### src/rtl/ram_arb_pkg.sv
// ============================================================================
// ram_arb_pkg : shared constants and types for the RAM arbiter
// Revision    : 1.0 - initial release
// ============================================================================
`default_nettype none

package ram_arb_pkg;

  localparam int N_REQ = 3;
  localparam int ID_W  = $clog2(N_REQ);

  typedef logic [ID_W-1:0] id_t;

  localparam id_t REQ_FETCH = id_t'(0);
  localparam id_t REQ_DATA  = id_t'(1);
  localparam id_t REQ_DEBUG = id_t'(2);

  function automatic id_t next_ptr(input id_t i);
    return (i == id_t'(N_REQ - 1)) ? '0 : id_t'(i + 1'b1);
  endfunction

endpackage

`default_nettype wire

### src/rtl/ram_arb_rr_pick.sv
// ============================================================================
// rr_pick  : combinational round-robin selector, search starts at ptr
// Revision : 1.0 - initial release
// ============================================================================
`default_nettype none

module rr_pick
  import ram_arb_pkg::*;
(
  input  logic [N_REQ-1:0] req,
  input  id_t              ptr,
  output logic [N_REQ-1:0] gnt,
  output id_t              id,
  output logic             hit
);

  always_comb begin
    gnt = '0;
    id  = '0;
    hit = 1'b0;
    for (int k = 0; k < N_REQ; k++) begin
      int j;
      j = int'(ptr) + k;
      if (j >= N_REQ) j = j - N_REQ;
      if (!hit && req[j]) begin
        hit = 1'b1;
        id  = id_t'(j);
      end
    end
    if (hit) gnt = N_REQ'(1) << id;
  end

endmodule

`default_nettype wire

### src/rtl/ram_arb.sv
// ============================================================================
// ram_arb  : round-robin arbiter sharing one RAM port among fetch/data/debug
// Revision : 1.0 - initial release
// ============================================================================
`default_nettype none

module ram_arb
  import ram_arb_pkg::*;
#(
  parameter int ADDR_W = 9,
  parameter int DATA_W = 8,
  parameter int RD_LAT = 1
) (
  input  logic                          clk,
  input  logic                          rst,
  input  logic [N_REQ-1:0]              req,
  input  logic [N_REQ-1:0]              we,
  input  logic [N_REQ-1:0][ADDR_W-1:0]  addr,
  input  logic [N_REQ-1:0][DATA_W-1:0]  wdata,
  output logic [N_REQ-1:0]              gnt,
  output logic [N_REQ-1:0]              rvalid,
  output logic [DATA_W-1:0]             rdata,
  output logic                          ram_en,
  output logic                          ram_we,
  output logic [ADDR_W-1:0]             ram_addr,
  output logic [DATA_W-1:0]             ram_wdata,
  input  logic [DATA_W-1:0]             ram_rdata
);

  id_t              r_ptr;
  logic [RD_LAT-1:0] r_pv;
  id_t              r_pid [RD_LAT];

  logic [N_REQ-1:0] w_req;
  logic [N_REQ-1:0] w_gnt;
  id_t              w_id;
  logic             w_any;
  logic             w_rv_hit;

  // Masking requests under reset keeps every RAM drive quiet in that cycle.
  assign w_req = req & {N_REQ{~rst}};

  rr_pick u_pick (
    .req (w_req),
    .ptr (r_ptr),
    .gnt (w_gnt),
    .id  (w_id),
    .hit (w_any)
  );

  assign gnt = w_gnt;

  always_comb begin
    ram_en    = w_any;
    ram_we    = 1'b0;
    ram_addr  = '0;
    ram_wdata = '0;
    if (w_any) begin
      ram_we    = we[w_id];
      ram_addr  = addr[w_id];
      ram_wdata = wdata[w_id];
    end
  end

  always_ff @(posedge clk) begin
    if (rst) begin
      r_ptr <= '0;
      r_pv  <= '0;
      for (int s = 0; s < RD_LAT; s++) r_pid[s] <= '0;
    end else begin
      if (w_any) r_ptr <= next_ptr(w_id);
      r_pv[0]  <= w_any & ~we[w_id];
      r_pid[0] <= w_id;
      for (int s = 1; s < RD_LAT; s++) begin
        r_pv[s]  <= r_pv[s-1];
        r_pid[s] <= r_pid[s-1];
      end
    end
  end

  assign w_rv_hit = r_pv[RD_LAT-1] & ~rst;
  assign rvalid   = w_rv_hit ? (N_REQ'(1) << r_pid[RD_LAT-1]) : '0;
  assign rdata    = w_rv_hit ? ram_rdata : '0;

endmodule

`default_nettype wire

### config.mk
export PLATFORM = sky130hd
export DESIGN_NAME = ram_arb
export DESIGN_NICKNAME = d
export VERILOG_FILES = /design/src/rtl/ram_arb_pkg.sv /design/src/rtl/ram_arb_rr_pick.sv /design/src/rtl/ram_arb.sv
export SDC_FILE = /design/constraint.sdc
export NUM_CORES = 1
export LEC_CHECK = 0
export BUFFER_PORTS_ARGS = -buffer_cell sky130_fd_sc_hd__buf_2
export CAP_MARGIN = 10
export CORE_UTILIZATION = 37
export CTS_CLUSTER_DIAMETER = 100
export DETAILED_ROUTE_END_ITERATION = 12
export PLACE_DENSITY = 0.81
export SYNTH_ARGS = -nofsm -noshare
export SYNTH_HDL_FRONTEND = slang
export SYNTH_SLANG_ARGS = --single-unit
### constraint.sdc
create_clock -name clk -period 3.55 [get_ports clk]
set_clock_uncertainty 0.05 [all_clocks]
set_input_delay 0.8875 -clock clk [delete_from_list [all_inputs] [get_ports clk]]
set_output_delay 0.8875 -clock clk [all_outputs]
set_load 0.01 [all_outputs]
# After elaboration in Yosys (flattened, before gate mapping)
# Memory sizes are Yosys's and may differ from the RTL's.
# Index checks and enable logic that the tools add are counted.
[op_classes]
addsub = 6
magnitude_cmp = 7
eq_ne = 1
shifts = 2
muxes = 36
n_bitwise = 5
reduce_logical = 5
[op_table]
columns = ["operator", "count"]
rows = [
  ["less-than comparator 32 x 4 -> 1 bit, second input constant", 3],
  ["2-to-1 mux 32 bit", 3],
  ["greater-or-equal comparator 32 x 3 -> 1 bit, second input constant", 2],
  ["subtractor 32 x 3 -> 32 bit, second input constant", 2],
  ["2-to-1 mux 8 bit", 3],
  ["binary-select mux 9 bit (select 2 bit)", 1],
  ["2-to-1 mux 9 bit", 2],
  ["binary-select mux 8 bit (select 2 bit)", 1],
  ["2-to-1 mux 1 bit", 15],
  ["2-to-1 mux 2 bit", 5],
  ["binary-select mux 1 bit (select 2 bit)", 4],
  ["2-to-1 mux 3 bit", 2],
  ["left shift 1 x 2 -> 3 bit, first input constant", 2],
  ["adder 2 x 1 -> 3 bit, second input constant", 1],
  ["adder 2 x 2 -> 3 bit, second input constant", 1],
  ["bitwise AND 3 bit", 1],
  ["less-than comparator 2 x 3 -> 1 bit, second input constant", 1],
  ["subtractor 2 x 2 -> 3 bit, second input constant", 1],
  ["adder 2 x 1 -> 2 bit, second input constant", 1],
  ["bitwise AND 1 bit", 2],
  ["equality test 2 bit, second input constant", 1],
  ["greater-or-equal comparator 2 bit, second input constant", 1],
  ["logical AND 1 bit", 2],
  ["logical NOT 1 bit", 2],
  ["2 further kinds", 3],
]
[totals]
reg_bits = 3
ramBits = 2
input_bits = 67
word_cells = 65
n_memories = 1
[memory_table]
columns = ["name", "depth", "word_bits", "rd", "rd_ports_with_merged_regs", "write_ports", "line_no", "text"]
rows = [
  ["r_pid", 1, 2, 1, 0, 1, "ram_arb.sv:32", "id_t r_pid [RD_LAT];"],
]

# Longest topological paths before layout
[logic_depth]
ltp_word = 16
ltp_mapped = 11
mapped_depth_nobuf = 9

# Cells and area by module
# Synthesis repeated with hierarchy kept, for this count alone.
[unflattened]
cells_unflattened = 158
hier_area_um2 = 1243.7
[by_module_without_submodules]
columns = ["mod", "instances", "cells_each", "area_each_um2", "seq_area_each_um2"]
rows = [
  ["ram_arb", 1, 113, 917.1, 100.1],
  ["rr_pick", 1, 45, 326.6, 0.0],
]

# Worst setup path after synthesis
# No wires, ideal clock.
[synth_path]
path_type = "input port to output port"
startpoint = "in req[0]"
endpoint = "out ram_wdata[3]"
arrival_ns = 2.232
path_slack_ns = 0.381
stages = 8
path_buffers = 2
cell_sequence = "mux2_4 mux2i_4 o21a_1 a21o_1 buf_6 buf_6 a221oi_2 o21ai_0"
[synth_via]
elab_chain_len = 14
word_cells_on_any_way = 23
cone_classes = "mux (18); bitwise (1); reduce/logical (4)"
[synth_lines]
columns = ["element", "line_no", "text"]
rows = [
  ["from (decl)", "ram_arb.sv:16", "input logic [N_REQ-1:0] req,"],
  ["bitwise AND 3 bit (*)", "ram_arb.sv:41", "assign w_req = req & {N_REQ{~rst}};"],
  ["binary-select mux 1 bit (select 2 bit)", "ram_arb_rr_pick.sv:25", "if (!hit && req[j]) begin"],
  ["2-to-1 mux 1 bit (implied by the code) (2 in series)", "ram_arb_rr_pick.sv:25", ""],
  ["2-to-1 mux 1 bit", "ram_arb_rr_pick.sv:25", ""],
  ["logical NOT 1 bit", "ram_arb_rr_pick.sv:25", ""],
  ["logical AND 1 bit", "ram_arb_rr_pick.sv:25", ""],
  ["2-to-1 mux 1 bit", "ram_arb_rr_pick.sv:25", ""],
  ["logical NOT 1 bit", "ram_arb_rr_pick.sv:25", ""],
  ["logical AND 1 bit", "ram_arb_rr_pick.sv:25", ""],
  ["2-to-1 mux 2 bit", "ram_arb_rr_pick.sv:25", ""],
  ["binary-select mux 8 bit (select 2 bit)", "ram_arb.sv:61", "ram_wdata = wdata[w_id];"],
  ["2-to-1 mux 8 bit (implied by the code)", "ram_arb.sv:61", ""],
  ["2-to-1 mux 8 bit (*)", "ram_arb.sv:58", "if (w_any) begin"],
  ["to (decl)", "ram_arb.sv:26", "output logic [DATA_W-1:0] ram_wdata,"],
]
# Mark *: on every way between the ends. The rest lies on a longest branch, timed or not. The select of a mux whose other input is x is not followed.

# Final worst setup path
[layout_path]
startpoint = "in req[2]"
endpoint = "out ram_addr[5]"
[layout_via]
elab_chain_len = 14
word_cells_on_any_way = 23
cone_classes = "mux (18); bitwise (1); reduce/logical (4)"
[layout_lines]
columns = ["element", "line_no", "text"]
rows = [
  ["bitwise AND 3 bit (*)", "ram_arb.sv:41", ""],
  ["binary-select mux 1 bit (select 2 bit)", "ram_arb_rr_pick.sv:25", ""],
  ["2-to-1 mux 1 bit (implied by the code) (2 in series)", "ram_arb_rr_pick.sv:25", ""],
  ["2-to-1 mux 1 bit", "ram_arb_rr_pick.sv:25", ""],
  ["logical NOT 1 bit", "ram_arb_rr_pick.sv:25", ""],
  ["logical AND 1 bit", "ram_arb_rr_pick.sv:25", ""],
  ["2-to-1 mux 1 bit", "ram_arb_rr_pick.sv:25", ""],
  ["logical NOT 1 bit", "ram_arb_rr_pick.sv:25", ""],
  ["logical AND 1 bit", "ram_arb_rr_pick.sv:25", ""],
  ["2-to-1 mux 2 bit", "ram_arb_rr_pick.sv:25", ""],
  ["binary-select mux 9 bit (select 2 bit)", "ram_arb.sv:60", "ram_addr = addr[w_id];"],
  ["2-to-1 mux 9 bit (implied by the code)", "ram_arb.sv:60", ""],
  ["2-to-1 mux 9 bit (*)", "ram_arb.sv:58", ""],
  ["to (decl)", "ram_arb.sv:25", "output logic [ADDR_W-1:0] ram_addr,"],
]
# Marks and branches as above.

==> qor.txt <==
Status: complete, no violations
Tcrit/Tclk final: 98.7%
GRT Resource Usage Total: 20.1%
Die H: 55.6 um
PnR worst setup slack: 0.0447 ns
Total iterations of the first detailed-routing run: 6
Post-synthesis mux area share: 6.46%
Die width: 55.6 um
VDD IR max: 0.485 mV
Critical Path Sink Type: primary output
Wirelength per Cell: 11.6 um
Core Area: 2730 um^2
Fin util: 63.2%
Ys Warns: 0
Measured slew at the worst slew-check pin: 0.573 ns
Synth unique cells: 40
Peak Freq: 0.285 GHz
Ys flop type: dfxtp_1
CP top delay family: compound AO/OA/AOI/OAI gates
Worst Setup Path Type: in -> out
Initial Util: 38.9%
First-pass GRT wire length: 5.15 mm
Port-buffer cells: 99
CTS tree: done
Crit start category: input port
XOR/XNOR Fraction of Synth Area: 0%
Post-synthesis compound-gate area fraction: 37.1%
Post-DP HPWL: 2.53 mm
Largest net degree at the start of global routing: 20
Buf+Inv Stages, Crit Path: 3
Io pins: 100
Post-synth EDFFs: 0
Leak pwr: 0.854 nW
Die ar.: 3100 um^2
CP Data Arrival Time: 2.57 ns
Clk_lat worst skew: 0.24 ns
Nets: 318
Via count: 1,415
Ant diodes: 0
Min Tclk post-route: 3.51 ns
Rows: 19
Via/cell ratio: 5.09
Fill cells: 253
Netlist Area Pre-Place: 1060 um^2
#FFs+latches synth: 5
Post-synthesis adder-cell area fraction: 3.53%
Initial DRC count: 41
Routability congestion estimate: 0.752
Critical-path maximum fanout: 19
CTS HTree Levels: 1
Worst path most repeated cell: buf_2
Main combinational cell family by area after synthesis: compound AO/OA/AOI/OAI gates
Mapped Nets: 214
Max Slew Vio Count: 0
Setup TNS: 0 ns
Clock-pin slew on the worst setup and hold paths: 0.05 ns
Share of cells above drive strength 1: 55.1%
Worst hold path class: reg -> reg
Setup violators final: 0
Register area share after synthesis: 9.40%
Layout area overhead: 62.2%
DRC errors left: 0
Root Buffer: clkbuf_4
Final hold vios: 0
Commonest non-fill, non-tap cell in the layout: buf_2
Async SR Flop Fraction: 0%
Slowest CP cell: a221o_1
Post-Synth Simple-Gate Area: 35.1%
Syn Inst Count: 144
Critical Path, Cell by Cell: buf_2 > nor2b_1 > mux2i_4 > o21a_1 > a21o_1 > buf_12 > and2_4 > a221o_1 > buf_2
PD cells: 670 nW/um^2
WP data required: 2.61 ns
Worst rel slew slack: 61.7%
Initial antenna violation count: 0
CTS Sinks: 5
Pre-CTS setup slack: -0.351 ns
DRT Wirelength: 3.23 mm
Vias in the first global route: 1,270
Max cap viols: 0
Cts bufs inserted: 3
Antenna-violating nets left: 0
Synthesized area per cell: 7.39 um^2
Most frequent cells in the layout: buf_2 (99), and2_1 (21), nand2_1 (20)
CP peak stage delay: 0.29 ns
CTS Buffer Depth: 2
GRT overflow: 0
per-stage QoR:
step                      total power, W  area [um^2]  hold slack (ns)  cells
after floorplan                 0.000717         1060            0.464    144
after global placement          0.000976         1610            0.488    272
after detailed placement        0.000989         1610            0.497    272
after CTS                        0.00110         1670            0.504    278
after global routing             0.00125         1730            0.578    278
final                            0.00116         1730            0.540    278
per-layer routing:
layer	up-vias	part of all wire [%]	GRT usage, %
met2	52	53	37.2
met4	0	0	5.36
met3	0	4.8	3.26
met1	626	42	23.8
li1	737	-	-
met5	-	0	0
cell type report:
cell class | instances | area, um^2 | share of cell area (%)
clock buffers | 4 | 26.3 | 1.52
multi-input cells | 122 | 932 | 54.0
well taps | 31 | 38.8 | 2.25
inverters | 6 | 26.3 | 1.52
flip-flops and latches | 5 | 100 | 5.80
repair buffers | 110 | 603 | 34.9
worst paths after layout:
kind / startpoint / end / slack, ns / cells past startpoint
max: req[2] / ram_addr[5] / 0.04 / 9
min: r_ptr[0] / r_ptr[0] / 0.54 / 2
max reg2reg: r_ptr[0] / r_pv / 1.33 / 9
min reg2reg: r_ptr[0] / r_ptr[0] / 0.54 / 2
sequential cells by signal, summed over array words and instances, names as in the netlist:
signal	cells
r_pid	2
r_ptr	2
r_pv	1
logic make-up (layout without fill, tap and decap cells):
logic type / count (synthesis) / after routing
buffers and inverters: 17 / 120
adder cells (fa/ha/maj): 3 / 3
AO/OA/AOI/OAI: 46 / 46
multiplexers: 5 / 5
flip-flops: 5 / 5
AND/OR/NAND/NOR: 68 / 68
timing repair:
action / in CTS / in global routing
hold buffers: 0 / 0
setup buffers: 2 / 0
gates resized for setup: 1 / 11
endpoints found under the setup margin: 13 / 15
pin swaps: 1 / 0
endpoints found under the hold margin: 0 / 0
power by group:
group / total (W) / switching (W) / internal (W)
clock: 0.0000668 / 0.0000243 / 0.0000426
sequential: 0.0000945 / 0.0000168 / 0.0000777
combinational: 0.000996 / 0.000507 / 0.000489
cells in the mapped netlist (2+ instances only):
cell / number / area [um^2]
a221oi_2: 8 / 120
clkbuf_1: 5 / 18.8
inv_1: 6 / 22.5
a31oi_1: 2 / 12.5
a21oi_1: 2 / 10.0
a221o_1: 2 / 20.0
nand2b_1: 2 / 12.5
nor2_1: 3 / 11.3
nor2b_1: 4 / 25.0
o21ai_0: 6 / 30.0
o21ai_1: 7 / 35.0
o21a_1: 2 / 15.0
buf_4: 2 / 15.0
ha_1: 3 / 37.5
dfxtp_1: 5 / 100
and2_1: 21 / 131
nand2_1: 21 / 78.8
buf_6: 2 / 22.5
o211ai_1: 4 / 30.0
nand4_1: 4 / 25.0
mux2i_1: 2 / 20.0
nand3b_1: 2 / 15.0
a221oi_1: 4 / 35.0
o22ai_1: 2 / 12.5
nor3b_1: 4 / 30.0
a21o_1: 2 / 15.0
nor3_1: 3 / 15.0
buf_2: 2 / 10.0
worst reg2reg max path, stage by stage (launching register included):
cell and delay (ns):
dfxtp_1 0.34, inv_2 0.10, ha_4 0.18, mux2i_2 0.27
buf_4 0.15, o21bai_1 0.07, a31o_2 0.27, clkinvlp_4 0.18
mux2_2 0.36, a21oi_1 0.15
(Power assumes the default switching activity.)
